### src/rtl/key_event_module.sv
// key_event_module
// Classifies a debounced key level into single-cycle event pulses:
// short click, double click, long press and (optionally) auto-repeat.
// Contains its own millisecond timebase derived from the clock.
//
// Optional feature macro: KEY_REPEAT_EN
//   defined   -> Repeat_Pulse fires every REPEAT_MS while held after a long press
//   undefined -> repeat logic removed, Repeat_Pulse tied to 0
//
// Ports:
//   CLOCK        in   sole clock, rising edge
//   RST          in   synchronous active-high reset
//   Key_Level    in   debounced key level, 1 = pressed
//   Short_Pulse  out  one-cycle pulse for a single short click
//   Double_Pulse out  one-cycle pulse for a double click
//   Long_Pulse   out  one-cycle pulse when the hold reaches LONG_MS
//   Repeat_Pulse out  one-cycle pulse every REPEAT_MS during a long hold
//   Busy         out  high whenever the classifier is not idle
module key_event_module #(
  parameter logic [15:0] T1MS      = 16'd49_999,
  parameter logic [15:0] LONG_MS   = 16'd1000,
  parameter logic [15:0] DCLICK_MS = 16'd250,
  parameter logic [15:0] REPEAT_MS = 16'd100
) (
  input  logic CLOCK,
  input  logic RST,
  input  logic Key_Level,
  output logic Short_Pulse,
  output logic Double_Pulse,
  output logic Long_Pulse,
  output logic Repeat_Pulse,
  output logic Busy
);

  typedef enum logic [2:0] {
    IDLE   = 3'd0,
    PRESS1 = 3'd1,
    WAIT2  = 3'd2,
    PRESS2 = 3'd3,
    HOLD   = 3'd4
  } state_t;

  state_t      state, state_nxt;
  logic [15:0] count1;
  logic [15:0] count_ms;
  logic        tb_clear;
  logic        short_nxt, double_nxt, long_nxt;
`ifdef KEY_REPEAT_EN
  logic        repeat_nxt;
`endif

  // Next-state and pulse decision. A level change is tested before the
  // timeout in every state so that it wins when both occur at one edge.
  always_comb begin
    state_nxt  = state;
    tb_clear   = 1'b0;
    short_nxt  = 1'b0;
    double_nxt = 1'b0;
    long_nxt   = 1'b0;
`ifdef KEY_REPEAT_EN
    repeat_nxt = 1'b0;
`endif
    case (state)
      IDLE: begin
        if (Key_Level) state_nxt = PRESS1;
      end
      PRESS1: begin
        if (!Key_Level) begin
          state_nxt = WAIT2;
        end else if (count_ms == LONG_MS) begin
          state_nxt = HOLD;
          long_nxt  = 1'b1;
        end
      end
      WAIT2: begin
        if (Key_Level) begin
          state_nxt = PRESS2;
        end else if (count_ms == DCLICK_MS) begin
          state_nxt = IDLE;
          short_nxt = 1'b1;
        end
      end
      PRESS2: begin
        if (!Key_Level) begin
          state_nxt  = IDLE;
          double_nxt = 1'b1;
        end else if (count_ms == LONG_MS) begin
          state_nxt = HOLD;
          long_nxt  = 1'b1;
        end
      end
      HOLD: begin
        if (!Key_Level) begin
          state_nxt = IDLE;
        end
`ifdef KEY_REPEAT_EN
        else if (count_ms == REPEAT_MS) begin
          // Restart the timebase so the next repeat is a full period away.
          repeat_nxt = 1'b1;
          tb_clear   = 1'b1;
        end
`endif
      end
      default: state_nxt = IDLE;
    endcase
    // Every state change starts timing afresh.
    if (state_nxt != state) tb_clear = 1'b1;
  end

  // State and registered pulses
  always_ff @(posedge CLOCK) begin
    if (RST) begin
      state        <= IDLE;
      Short_Pulse  <= 1'b0;
      Double_Pulse <= 1'b0;
      Long_Pulse   <= 1'b0;
    end else begin
      state        <= state_nxt;
      Short_Pulse  <= short_nxt;
      Double_Pulse <= double_nxt;
      Long_Pulse   <= long_nxt;
    end
  end

`ifdef KEY_REPEAT_EN
  always_ff @(posedge CLOCK) begin
    if (RST) Repeat_Pulse <= 1'b0;
    else     Repeat_Pulse <= repeat_nxt;
  end
`else
  assign Repeat_Pulse = 1'b0;
`endif

  // Millisecond timebase: count1 wraps every T1MS+1 cycles, count_ms
  // counts wraps and saturates so long idle/hold periods never alias.
  always_ff @(posedge CLOCK) begin
    if (RST || tb_clear) begin
      count1   <= 16'd0;
      count_ms <= 16'd0;
    end else if (count1 == T1MS) begin
      count1 <= 16'd0;
      if (count_ms != 16'hFFFF) count_ms <= count_ms + 16'd1;
    end else begin
      count1 <= count1 + 16'd1;
    end
  end

  assign Busy = (state != IDLE);

endmodule
### config.mk
export PLATFORM = sky130hd
export DESIGN_NAME = key_event_module
export DESIGN_NICKNAME = d
export VERILOG_FILES = /design/src/rtl/key_event_module.sv
export SDC_FILE = /design/constraint.sdc
export NUM_CORES = 1
export LEC_CHECK = 0
export CAP_MARGIN = 20
export CORE_MARGIN = 4
export CORE_UTILIZATION = 57
export CTS_CLUSTER_DIAMETER = 60
export DETAILED_ROUTE_END_ITERATION = 10
export GPL_TIMING_DRIVEN = 0
export PLACE_DENSITY = 0.76
export SLEW_MARGIN = 20
export SYNTH_ARGS = -nofsm -noshare
export SYNTH_HDL_FRONTEND = slang
export SYNTH_SLANG_ARGS = --single-unit
### constraint.sdc
create_clock -name CLOCK -period 3.1 [get_ports CLOCK]
set_input_delay 0.62 -clock CLOCK [delete_from_list [all_inputs] [get_ports CLOCK]]
set_output_delay 0.62 -clock CLOCK [all_outputs]
set_load 0.01 [all_outputs]
### Yosys cells after proc, flatten, opt, wreduce, memory -nomap -nowiden

Index checks and enable logic that the tools add are counted.

| storage, ports and cells | value |
|---|---|
| register bits | 38 |
| input bits | 3 |
| output and inout port bits | 5 |

| operators by class | value |
|---|---|
| $add $sub $neg | 2 |
| equal/unequal tests | 9 |
| muxes and demuxes | 12 |
| bitwise gates (word level) | 4 |
| reductions and logical operators | 9 |

Operators with widths:

| kind | number |
|---|---|
| 16-bit by 1-bit adder with 16-bit output (second input constant) | 2 |
| 3-bit two-way mux | 7 |
| 16-bit by 10-bit == test with 1-bit output (second input constant) | 1 |
| 16-bit == test (second input constant) | 1 |
| 16-bit by 8-bit == test with 1-bit output (second input constant) | 1 |
| 16-bit inequality test (second input constant) | 1 |
| 3-bit case mux with 5 select lines | 1 |
| 3-bit by 2-bit == test with 1-bit output (second input constant) | 2 |
| 2-bit OR reduction | 3 |
| 3-bit OR reduction | 2 |
| 1-bit two-way mux | 4 |
| 1-bit NOT | 4 |
| 3-bit by 1-bit == test with 1-bit output (second input constant) | 1 |
| 3-bit == test (second input constant) | 1 |
| 3-bit zero test | 1 |
| 3-bit inequality test | 1 |
| 3-bit nonzero test | 1 |
| 2-bit AND reduction | 1 |
| 1-bit logical OR | 1 |

### Depth between registers and ports, before layout

| logic depth | value |
|---|---|
| depth after elaboration | 8 |
| mapped depth | 8 |
| depth with buffers taken out | 7 |

### Worst setup path after synthesis

No wires, ideal clock.

| path | value |
|---|---|
| kind | flip-flop to flip-flop |
| start | register count1[4] |
| end | register count_ms[9] |
| data arrival time | 2,135 ps |
| required time | 3,030 ps |
| setup slack | 896 ps |
| stages on the path, launching flop included | 7 |
| path buffers | 1 |
| clock period less this slack | 2,204 ps |
| path through | dfxtp_1 or4b_4 nor4_4 nand2b_1 buf_2 or4_1 a21oi_1 |

| between the ends | value |
|---|---|
| word-level cells in the longest chain between the ends | 2 |

RTL lines:

| item | line | text |
|---|---|---|
| from (decl) | 44 | `logic [15:0] count1;` |
| from (signal assigned) | 144 | `count1 <= count1 + 16'd1;` |
| 16-bit == test | 140 | `end else if (count1 == T1MS) begin` |
| 2-bit AND reduction (no source line) | -- |  |
| to (signal assigned) | 142 | `if (count_ms != 16'hFFFF) count_ms <= count_ms + 16'd1;` |
| to (decl) | 45 | `logic [15:0] count_ms;` |

Every way passes these cells.
A chain may end at the register's enable or synchronous reset.

### Worst setup path in the final report

| path | value |
|---|---|
| start | input Key_Level |
| end | register count1[9] |

| between the ends | value |
|---|---|
| word-level cells in the longest chain between the ends | 6 |

RTL lines:

| item | line | text |
|---|---|---|
| from (decl) | 27 | `input logic Key_Level,` |
| 3-bit two-way mux (on tied branches) | -- |  |
| 3-bit case mux with 5 select lines (*) | 63 | `case (state)` |
| 3-bit inequality test (*) | 107 | `if (state_nxt != state) tb_clear = 1'b1;` |
| 1-bit two-way mux (*) | 107 |  |
| 1-bit logical OR (*) | 137 | `if (RST \|\| tb_clear) begin` |
| 2-bit OR reduction (no source line) (*) | -- |  |

Mark *: on every way between the ends. The rest lies on a longest branch, timed or not.

==> flow_summary.json <==
{
  "wire_per_inst_um": 14.0,
  "die-area_um2": 4220,
  "grt.total_usage": 0.199,
  "initial_utilization": 0.600,
  "drive_gt1_frac": 0.0946,
  "ctsResizeCount": 0,
  "die-height_um": 64.9,
  "stdcell_count": 266,
  "dpl.cell_count": 260,
  "synth_area_per_cell_um2": 8.80,
  "core_area_um2": 3080,
  "slew_headroom": 0.404,
  "p_sw_w": 0.000176,
  "synth_most_common_cell": "dfxtp_1",
  "htreeDepth": 2,
  "drtIter0Drc": 125,
  "clkPwrFrac": 0.328,
  "grt_pass1_vias": 1451,
  "nNetsFinal": 230,
  "antenna_found_initial": 0,
  "finalClockSkew_ns": 0.00614,
  "grt_pass1_wl_um": 6570,
  "syn-num-nets": 217,
  "yosys_warnings": 0,
  "routabilityCongestion": 0.861,
  "sequentialPowerShare": 0.632,
  "ir_drop_mv": 0.211,
  "ant_nets": 0,
  "cts_hold_buf": 0,
  "synthesis.area_um2": 1850,
  "synthTopCellsByArea": "dfxtp_1, xnor2_1, nor2_1",
  "cts_made_buffers": 5,
  "clk_latency_ns": 0.35,
  "post_cts_buffers": 0,
  "worstPathArrival_ns": 2.93,
  "io_pins": 8,
  "vias_per_cell": 5.77,
  "finalHoldViolCount": 0,
  "cts_tree": "yes",
  "finalCritPeriodShare": 0.877,
  "first_pass_iters": 4,
  "p_per_area_nw_per_um2": 388,
  "placed_cell_area_um2": 1960,
  "fin_crit_ns": 2.72,
  "netlist.area_leader.share": 0.412,
  "syn_inst": 210,
  "async_reset_ff_frac": 0,
  "final_area_um2": 2010,
  "crit_path_max_fanout": 10,
  "maxCapViolations": 0,
  "worst-setup-path-type": "in -> reg",
  "synth_edf_count": 0,
  "drt-total-wl_um": 3710,
  "overflow": 0,
  "utilization": 0.654,
  "area_delta_synth_final_pct": 9.00,
  "grt_setup_unrepaired": "no",
  "num_rows": 20,
  "fmax_ghz": 0.368,
  "hpwl_um": 2690,
  "numPortBuffers": 6,
  "tightestPinTransition_ns": 0.886,
  "p_sw_frac": 0.225,
  "post-synth-top-area-cell": "dfxtp_1",
  "synth_common_cells": "dfxtp_1, nor2_1, nor3_1",
  "status": "finished, final reports clean",
  "p_leak_nw": 0.631,
  "synth_seq_cells": 38,
  "grt_max_degree": 11,
  "drv_slew": 0,
  "min_path_type": "reg -> reg",
  "cp-start-kind": "input pin",
  "setup_viol": 0,
  "power_w": 0.000782,
  "worstPathRequired_ns": 3.32,
  "die_w_um": 64.9,
  "clk_pin_slew_ns": 0.11,
  "ys.flop_type": "dfxtp_1",
  "synth.distinct_cells": 40,
  "clock_sinks": 38,
  "crit_path_end_kind": "flop",
  "antenna_cells": 0,
  "tns_ns": 0,
  "root_buffer": "clkbuf_4",
  "vias": 1534,
  "internal-power_w": 0.000606,
  "drcViolationCount": 0,
  "clock_path_buffers": 2,
  "combPwrFrac": 0.040,
  "ys_seq_area_frac": 0.412
}
## state kept, by name, summed over array words and instances (netlist names)
signal and count:
state 3, count_ms 16, count1 16, Double_Pulse 1, Short_Pulse 1, Long_Pulse 1
## placed cells by master, fill, tap and decap left out, drive strengths merged, types with 8 or more instances in the layout
cell type,n
dfxtp,38
nor2,27
nor3,19
xnor2,15
nand2,12
nand3,12
xor2,9
clkbuf,9
nand4,8
nor4,8
## final timing paths
path / start / end / slack, ns / cells past startpoint
worst max-delay path: Key_Level / count1[9]$_SDFF_PP0_ / 0.38 / 7
worst min-delay path: count1[0]$_SDFF_PP0_ / count1[0]$_SDFF_PP0_ / 0.47 / 1
worst max register to register: count_ms[2]$_SDFFE_PP0P_ / count1[9]$_SDFF_PP0_ / 0.51 / 6
worst min register to register: count1[0]$_SDFF_PP0_ / count1[0]$_SDFF_PP0_ / 0.47 / 1
## cell type report
| class | count | area (um^2) |
|---|---|---|
| Buffer | 9 | 43.8 |
| Clock buffer | 6 | 51.3 |
| Fill cell | 276 | 1060 |
| Inverter | 6 | 22.5 |
| Multi-Input combinational cell | 157 | 1020 |
| Sequential cell | 38 | 761 |
| Tap cell | 44 | 55.1 |
| Timing Repair Buffer | 6 | 60.1 |
## power groups by stage
stage	clock network, W	logic, W	registers [W]
6_report	0.000257	0.0000309	0.000494
5_1_grt	0.000285	0.0000346	0.000495
4_1_cts	0.000261	0.0000311	0.000494
3_5_place_dp	0	0.0000308	0.000505
3_3_place_gp	0	0.0000301	0.000505
2_1_floorplan	0	0.0000193	0.000505
## per-stage QoR
step / hold slack (ns) / worst slack [ns]
4_1_cts: 0.476 / 0.417
3_3_place_gp: 0.449 / 0.113
2_1_floorplan: 0.433 / 0.896
3_5_place_dp: 0.460 / 0.0562
5_1_grt: 0.494 / 0.273
6_report: 0.475 / 0.383
## logic make-up after synthesis
logic type	count (synthesis)	synth area share
xor+xnor	24	0.114
compound gates	11	0.0399
other cells	1	0.00203
flops	38	0.412
buf+inv	15	0.0359
fa+ha+maj	4	0.0271
mux	4	0.0217
simple gates	113	0.348
## worst max-delay path, stage by stage
cell and delay, ns:
clkdlybuf4s50_1 0.51, or4b_2 0.65, nor4_1 0.41, o31ai_1 0.15, nand3_1 0.21, buf_2 0.28
nor3_1 0.09
## per-layer routing
layer  wire length (um)  global-route usage
met1               1720               0.240
met5                  0                   0
met2               1780               0.327
met4                 63              0.0897
met3                146              0.0572
(Power assumes the default switching activity.)
